$ cat src/rtl/fetch_pc_seq.sv
// fetch_pc_seq: fetch-stage PC sequencer for a Y86-style pipeline.
// Holds the current fetch PC and chooses the next one from the fetched
// instruction, stalls, mispredict redirects and resolved return targets.
// Tracks a run/ret-wait/halted/fault state, an architectural status code
// and a count of the instructions it has issued.
//
// Ports:
//   clk_i, rst_i                 clock, synchronous active-high reset
//   stall_i                      hold PC, suppress issue
//   icode_i, ifun_i              fetched instruction code / function
//   valC_i, valP_i               fetched constant / fall-through address
//   instr_valid_i, imem_error_i  fetch validity / instruction memory error
//   mispredict_i, mispredict_pc_i  redirect request and corrected PC
//   ret_valid_i, ret_pc_i        resolved return target
//   PC_o         registered current fetch PC
//   issue_o      combinational: instruction at PC_o goes downstream now
//   stat_o       registered status (1 AOK, 2 HLT, 3 ADR, 4 INS)
//   state_o      registered state (0 RUN, 1 RET_WAIT, 2 HALTED, 3 FAULT)
//   issue_cnt_o  registered issued-instruction count (wraps)
module fetch_pc_seq #(
  parameter int unsigned       ADDR_W        = 64,
  parameter logic [ADDR_W-1:0] RESET_PC      = '0,
  parameter bit                PREDICT_TAKEN = 1'b1,
  parameter int unsigned       CNT_W         = 32
) (
  input  logic              clk_i,
  input  logic              rst_i,
  input  logic              stall_i,
  input  logic [3:0]        icode_i,
  input  logic [3:0]        ifun_i,
  input  logic [ADDR_W-1:0] valC_i,
  input  logic [ADDR_W-1:0] valP_i,
  input  logic              instr_valid_i,
  input  logic              imem_error_i,
  input  logic              mispredict_i,
  input  logic [ADDR_W-1:0] mispredict_pc_i,
  input  logic              ret_valid_i,
  input  logic [ADDR_W-1:0] ret_pc_i,
  output logic [ADDR_W-1:0] PC_o,
  output logic              issue_o,
  output logic [2:0]        stat_o,
  output logic [1:0]        state_o,
  output logic [CNT_W-1:0]  issue_cnt_o
);

  localparam logic [1:0] ST_RUN      = 2'd0;
  localparam logic [1:0] ST_RET_WAIT = 2'd1;
  localparam logic [1:0] ST_HALTED   = 2'd2;
  localparam logic [1:0] ST_FAULT    = 2'd3;

  localparam logic [2:0] STAT_AOK = 3'd1;
  localparam logic [2:0] STAT_HLT = 3'd2;
  localparam logic [2:0] STAT_ADR = 3'd3;
  localparam logic [2:0] STAT_INS = 3'd4;

  localparam logic [3:0] I_HALT = 4'h0;
  localparam logic [3:0] I_JXX  = 4'h7;
  localparam logic [3:0] I_CALL = 4'h8;
  localparam logic [3:0] I_RET  = 4'h9;
  localparam logic [3:0] F_JMP  = 4'h0;

  logic [1:0]        state_q, state_d;
  logic [ADDR_W-1:0] pc_q, pc_d;
  logic [2:0]        stat_q, stat_d;
  logic [CNT_W-1:0]  cnt_q, cnt_d;

  // Issue only from RUN with a clean, unstalled, unredirected fetch.
  assign issue_o = (state_q == ST_RUN) & ~rst_i & ~mispredict_i & ~stall_i &
                   instr_valid_i & ~imem_error_i;

  // Next-state / next-PC selection; mispredict overrides every state.
  always_comb begin
    state_d = state_q;
    pc_d    = pc_q;
    stat_d  = stat_q;
    cnt_d   = cnt_q;

    if (mispredict_i) begin
      pc_d    = mispredict_pc_i;
      state_d = ST_RUN;
      stat_d  = STAT_AOK;
    end else begin
      case (state_q)
        ST_RUN: begin
          if (!stall_i) begin
            // Memory error wins over an invalid-instruction indication.
            if (imem_error_i) begin
              state_d = ST_FAULT;
              stat_d  = STAT_ADR;
            end else if (!instr_valid_i) begin
              state_d = ST_FAULT;
              stat_d  = STAT_INS;
            end else begin
              case (icode_i)
                I_HALT: begin
                  state_d = ST_HALTED;
                  stat_d  = STAT_HLT;
                end
                I_JXX: begin
                  if (ifun_i == F_JMP || PREDICT_TAKEN) pc_d = valC_i;
                  else                                  pc_d = valP_i;
                end
                I_CALL:  pc_d    = valC_i;
                I_RET:   state_d = ST_RET_WAIT;
                default: pc_d    = valP_i;
              endcase
            end
          end
        end
        ST_RET_WAIT: begin
          // Return target resolution is not subject to stall.
          if (ret_valid_i) begin
            pc_d    = ret_pc_i;
            state_d = ST_RUN;
          end
        end
        default: begin
          // HALTED and FAULT hold until redirect or reset.
        end
      endcase
    end

    if (issue_o) cnt_d = cnt_q + CNT_W'(1);
  end

  // State registers with synchronous reset.
  always_ff @(posedge clk_i) begin
    if (rst_i) begin
      state_q <= ST_RUN;
      pc_q    <= RESET_PC;
      stat_q  <= STAT_AOK;
      cnt_q   <= '0;
    end else begin
      state_q <= state_d;
      pc_q    <= pc_d;
      stat_q  <= stat_d;
      cnt_q   <= cnt_d;
    end
  end

  assign PC_o        = pc_q;
  assign stat_o      = stat_q;
  assign state_o     = state_q;
  assign issue_cnt_o = cnt_q;

endmodule

$ cat config.mk
export PLATFORM = sky130hd
export DESIGN_NAME = fetch_pc_seq
export DESIGN_NICKNAME = d
export VERILOG_FILES = /design/src/rtl/fetch_pc_seq.sv
export SDC_FILE = /design/constraint.sdc
export NUM_CORES = 1
export LEC_CHECK = 0
export ABC_AREA = 0
export BUFFER_PORTS_ARGS = -buffer_cell sky130_fd_sc_hd__clkbuf_2
export CAP_MARGIN = 20
export CORE_AREA = 5 5 142 144
export DETAILED_ROUTE_END_ITERATION = 8
export DIE_AREA = 0 0 147 149
export PLACE_DENSITY = 0.62
export SETUP_SLACK_MARGIN = 0.05
export SLEW_MARGIN = 10
export SYNTH_ARGS = -nofsm -noshare
export SYNTH_HDL_FRONTEND = slang
export SYNTH_SLANG_ARGS = --single-unit
$ cat constraint.sdc
create_clock -name clk_i -period 2.8 [get_ports clk_i]
set_input_delay 0.14 -clock clk_i [delete_from_list [all_inputs] [get_ports clk_i]]
set_output_delay 0.14 -clock clk_i [all_outputs]
set_load 0.01 [all_outputs]
### Word-level counts from Yosys, hierarchy flattened

Index checks and enable logic that the tools add are counted.

* register bits after elaboration: 101
* input bits: 271
* output and inout port bits: 102
* word-level logic and storage cells: 53

* add/subtract/negate cells: 1
* equal/unequal tests: 13
* mux-type cells: 16
* bitwise logic cells: 9
* reduce and logical (&&, ||, !) cells: 10

Operator list (number)
* $mux W64: 5
* $pmux W64 S2: 2
* $add A32 B1 Y32 const B: 1
* $ne A3 B3 Y1 const B: 5
* $mux W3: 3
* $eq A4 B4 Y1 const B: 2
* $mux W2: 4
* $pmux W2 S2: 2
* $reduce_and A6 Y1: 1
* $reduce_or A2 Y1: 3
* $and A1 B1 Y1: 5
* $ne A5 B3 Y1 const B: 1
* $eq A4 B3 Y1 const B: 1
* $logic_not A4 Y1: 1
* $ne A2 B2 Y1 const B: 2
* $not A1 Y1: 4
* $reduce_and A4 Y1: 1
* $ne A3 B1 Y1 const B: 1
* $reduce_and A3 Y1: 1
* $reduce_bool A3 Y1: 1
* $eq A2 B1 Y1 const B: 1
* $logic_not A2 Y1: 1
* $reduce_bool A2 Y1: 1

### Depth between registers and ports, before layout

* word-level depth: 8
* depth in mapped cells: 7
* gate-level depth less buffers: 5

### Worst setup path after synthesis

No wires, ideal clock.

* path type: register to register
* from: register cnt_q[4] (netlist: issue_cnt_o[4])
* to: register cnt_q[29] (netlist: issue_cnt_o[29])
* setup time: 0.121 ns
* data arrival time: 1.722 ns
* data required time: 2.679 ns
* setup slack: 0.958 ns
* stages on the path, launching flop included: 7
* buffers on the path: 2
* clock period less this slack: 1.842 ns
* cells stage by stage: dfxtp_1 > and4_1 > clkbuf_1 > nand3_1 > clkbuf_1 > nor4_1 > mux2_2

* longest elaborated chain between the ends: 1

Ends and longest elaborated chain
* start: declaration: RTL line 65 `logic [CNT_W-1:0] cnt_q, cnt_d;`
* start signal: assignment: RTL line 137 `cnt_q <= cnt_d;`
* $add A32 B1 Y32: RTL line 123 `if (issue_o) cnt_d = cnt_q + CNT_W'(1);`

No other way between the ends.
A chain may end at the register's enable or synchronous reset.

### Final worst setup path

* from: register state_q[1] (netlist: state_o[1])
* to: register pc_q[34] (netlist: PC_o[34])

* longest elaborated chain between the ends: 3
* elaborated cells between the ends (all ways): 11
* those cells by class: 6 x eq/ne; 2 x mux; 3 x reduce/logical

Ends and longest elaborated chain
* start: declaration: RTL line 62 `logic [1:0] state_q, state_d;`
* start signal: assignment: RTL line 134 `state_q <= state_d;`
* $eq A2 B1 Y1 / $logic_not A2 Y1 (equally long branches): RTL line 83 `case (state_q)`
* $ne A3 B3 Y1 (no line) (tied with other cells)
* $reduce_and A6 Y1 (no line) / $mux W64 (equally long branches)
* end signal: assignment: RTL line 135 `pc_q <= pc_d;`
* end: declaration: RTL line 63 `logic [ADDR_W-1:0] pc_q, pc_d;`

Parallel ways exist; a longest one is shown, timed or not.

==> out/qor.txt <==
================================================================================
Length in cells of the worst reg-to-reg path ......................            5
Number of synthesized register bits ...............................          101
Mean instance size in the synthesized netlist .....................    7.50 um^2
Clock latency reported for the late side of the worst-skew pair ...       350 ps
Post-route antenna net violation count ............................            0
Worst R2R End ..................................................... PC_o[34]$_SDFFE_PP0P_
Setup violation total in the final timing report ..................            0
Final Hold Violating Endpoints ....................................            0
Routability congestion estimate ...................................        0.936
Post-Synthesis Net Count ..........................................         1095
Status ............................................................ complete, no violations
Clock tree from TritonCTS .........................................          yes
First-pass iteration count of the detailed router .................            5
Part of the Yosys area used for sequential elements ...............        0.328
Leftover overflow at the end of global routing ....................            0
Sink of the worst hold path ....................................... PC_o[16]$_SDFFE_PP0P_
Leakage power .....................................................      3.84 nW
Critical Path Fanout Max ..........................................           43
Ratio of final minimum period to clock period .....................        0.745
Dpl hpwl ..........................................................     19600 um
Fmax achieved .....................................................    0.479 GHz
Worst EP required .................................................      3060 ps
Effective utilization at floorplan ................................        0.332
Type of element launching the critical path .......................         flop
Unrepaired setup endpoints after global routing ...................        false
Critical Path Source .............................................. state_o[1]$_SDFFE_PP0P_
Critical path capture point type ..................................         flop
Number of top-level pins ..........................................          373
Most area-consuming cells after synthesis ......................... sky130_fd_sc_hd__dfxtp_1, sky130_fd_sc_hd__a311o_1, sky130_fd_sc_hd__a311oi_1
Number of stages on the worst hold path ...........................            3
CP Class .......................................................... flop to flop
Number of antenna violations at the first check in global routing .            2
Count of input and output buffers .................................          368
Fraction of final layout cells with drive strength greater than 1 .        0.379
Number of buffers created by CTS ..................................            9
Buffer type at the clock tree root ................................ sky130_fd_sc_hd__clkbuf_16
Vias per cell .....................................................         5.63
Post-CTS setup repair buffer count ................................            0
Primary FF master, synth .......................................... sky130_fd_sc_hd__dfxtp_1
Clock transition at path regs .....................................        80 ps
Number of distinct library cells after synthesis ..................           41
Width of the chip .................................................       147 um
Overall global routing resource usage .............................        0.236
Gates resized, CTS repair .........................................            0
Maximum level of the CTS H-tree ...................................            3
Area fraction of the dominant cell type after synthesis ...........        0.328
Min-Delay Startpoint .............................................. mispredict_pc_i[16]
Final total negative setup slack ..................................         0 ps
Violation count after the first detailed-route iteration ..........          578
Detailed-route wire length ........................................     26900 um
Number of nets in the finished design .............................         1403
Slew headroom .....................................................        0.412
Number of standard-cell rows in the floorplan .....................           50
Maximum capacitance violations ....................................            0
Final-report max-slew violation count .............................            0
Most area-hungry cell type in the Yosys netlist ................... sky130_fd_sc_hd__dfxtp_1
Start of the worst register-to-register path ...................... state_o[1]$_SDFFE_PP0P_
Count of non-filler cells in the finished layout ..................         1372
Area of the die ...................................................   21900 um^2
Commonest cells in the netlist .................................... sky130_fd_sc_hd__dfxtp_1, sky130_fd_sc_hd__nor2_1, sky130_fd_sc_hd__nand3_1, sky130_fd_sc_hd__nor3_1, sky130_fd_sc_hd__nand2_1
Chip height .......................................................       149 um
Routed wire length per instance ...................................      19.6 um
Vias after detailed routing .......................................         7720
First-pass GRT wire length ........................................     41900 um
Power share of the clock group ....................................        0.336
Worst clock skew on the final layout ..............................      8.05 ps
Cell-internal power ...............................................      2.56 mW
Synthesis warning total ...........................................            0
Worst path arrival time ...........................................      2340 ps
Post-layout total power ...........................................      3.67 mW
Sequential cell fraction of total power ...........................        0.430
Hold-fix buffer count after cts ...................................            0
Number of synthesized flops with an enable pin ....................            0
Net switching power ...............................................      1.11 mW
Worst min-delay path class ........................................ input pin to flop
FF-to-FF setup slack ..............................................       710 ps
Cell with the most instances after synthesis ...................... sky130_fd_sc_hd__dfxtp_1
Worst-Margin Slew .................................................       882 ps
Final critical path time including I/O delays and setup ...........      2090 ps
Layout-stage area growth over the synthesis result ................        37.5%
Worst supply voltage drop on vdd ..................................       314 uV
Pin count of the biggest net entering global routing ..............           84
Async S/R FF share, synth .........................................            0
Comb pwr share ....................................................        0.235
Clk sinks .........................................................          101
Cell Area, Synth ..................................................    6170 um^2
Power per cell area ...............................................  432 nW/um^2
Area of the core ..................................................   18600 um^2
Post-synthesis cell count .........................................          823
Switching Fraction ................................................        0.304
Final routed DRC violation total ..................................            0
Number of global-route vias before repair .........................         7528
Maximum clock insertion buffer count ..............................            2
Number of cells in the design after placement .....................         1354
================================================================================
[layer usage]
metal,share of wire,up-vias,wire [um],global-route usage
met4,0.038,0,1020,0.0913
met3,0.075,56,2010,0.0605
met5,0,-,0,0
li1,-,3734,-,-
met1,0.41,3605,11100,0.291
met2,0.48,325,12800,0.395
[sequential cells by signal (all words and copies together) (netlist names)]
signal       flops
PC_o            64
issue_cnt_o     32
stat_o           3
state_o          2
[cells by family (layout without fill, tap and decap cells)]
kind of cell / after synthesis / in the layout / share of synthesized area
adders and majority gates: 1 / 1 / 0.00203
other: 0 / 2 / 0
buffers and inverters: 104 / 417 / 0.0687
xor gates and xnor gates: 8 / 8 / 0.0114
and+or+nand+nor: 372 / 372 / 0.288
AOI/OAI and AO/OA: 224 / 224 / 0.279
DFF: 101 / 101 / 0.328
muxes: 13 / 13 / 0.0237
[worst max-delay path by stage]
stage / cells past startpoint / slack, ps / endpoint
finish: 5 / 710 / PC_o[34]$_SDFFE_PP0P_
global route: 5 / 490 / PC_o[33]$_SDFFE_PP0P_
CTS: 5 / 680 / PC_o[33]$_SDFFE_PP0P_
detailed placement: 5 / 690 / PC_o[33]$_SDFFE_PP0P_
global placement: 5 / 750 / PC_o[25]$_SDFFE_PP0P_
floorplan: 6 / 960 / issue_cnt_o[29]$_SDFFE_PP0P_
[per-stage QoR]
stage,worst slack [ps],hold WS (ps),utilization,area (um^2)
after floorplan,958,279,-,6170
after global placement,751,399,0.441,8200
after detailed placement,692,409,0.441,8200
after CTS,676,27.5,0.457,8480
after global routing,487,34.9,0.457,8490
final,714,43.7,0.457,8490
[layout make-up]
type	instances	area, um^2
inverter	9	33.8
clock buffer	10	239
clock inverter	6	46.3
antenna	2	5.00
timing repair buffer	392	2100
multi-input combinational	618	3750
tap	234	293
sequential	101	2020
fill	1921	10100
[cell usage in the layout, fill, tap and decap left out, types with 14 or more instances in the layout]
cell                         n
sky130_fd_sc_hd__a21oi_1    14
sky130_fd_sc_hd__a311o_1    64
sky130_fd_sc_hd__a311oi_1   62
sky130_fd_sc_hd__buf_4      20
sky130_fd_sc_hd__clkbuf_2  366
sky130_fd_sc_hd__dfxtp_1   101
sky130_fd_sc_hd__nand2_1    73
sky130_fd_sc_hd__nand3_1    77
sky130_fd_sc_hd__nor2_1     91
sky130_fd_sc_hd__nor3_1     76
sky130_fd_sc_hd__o21ai_0    72
[worst max-delay path, cell delays in order (launching register included)]
cell and delay, ps:
sky130_fd_sc_hd__dfxtp_1 440, sky130_fd_sc_hd__nand2b_4 520, sky130_fd_sc_hd__buf_4 350, sky130_fd_sc_hd__nor2_1 90, sky130_fd_sc_hd__a311o_1 330, sky130_fd_sc_hd__a311oi_1 250
[power groups by stage]
stage | registers [mW] | clock network (mW) | logic, mW
after floorplan | 1.65 | 0 | 0.401
after global placement | 1.61 | 0 | 0.863
after detailed placement | 1.61 | 0 | 0.866
after CTS | 1.58 | 1.28 | 0.868
after global routing | 1.59 | 1.33 | 0.949
final | 1.58 | 1.23 | 0.861
Note: power is estimated with default switching activity, not from simulation.
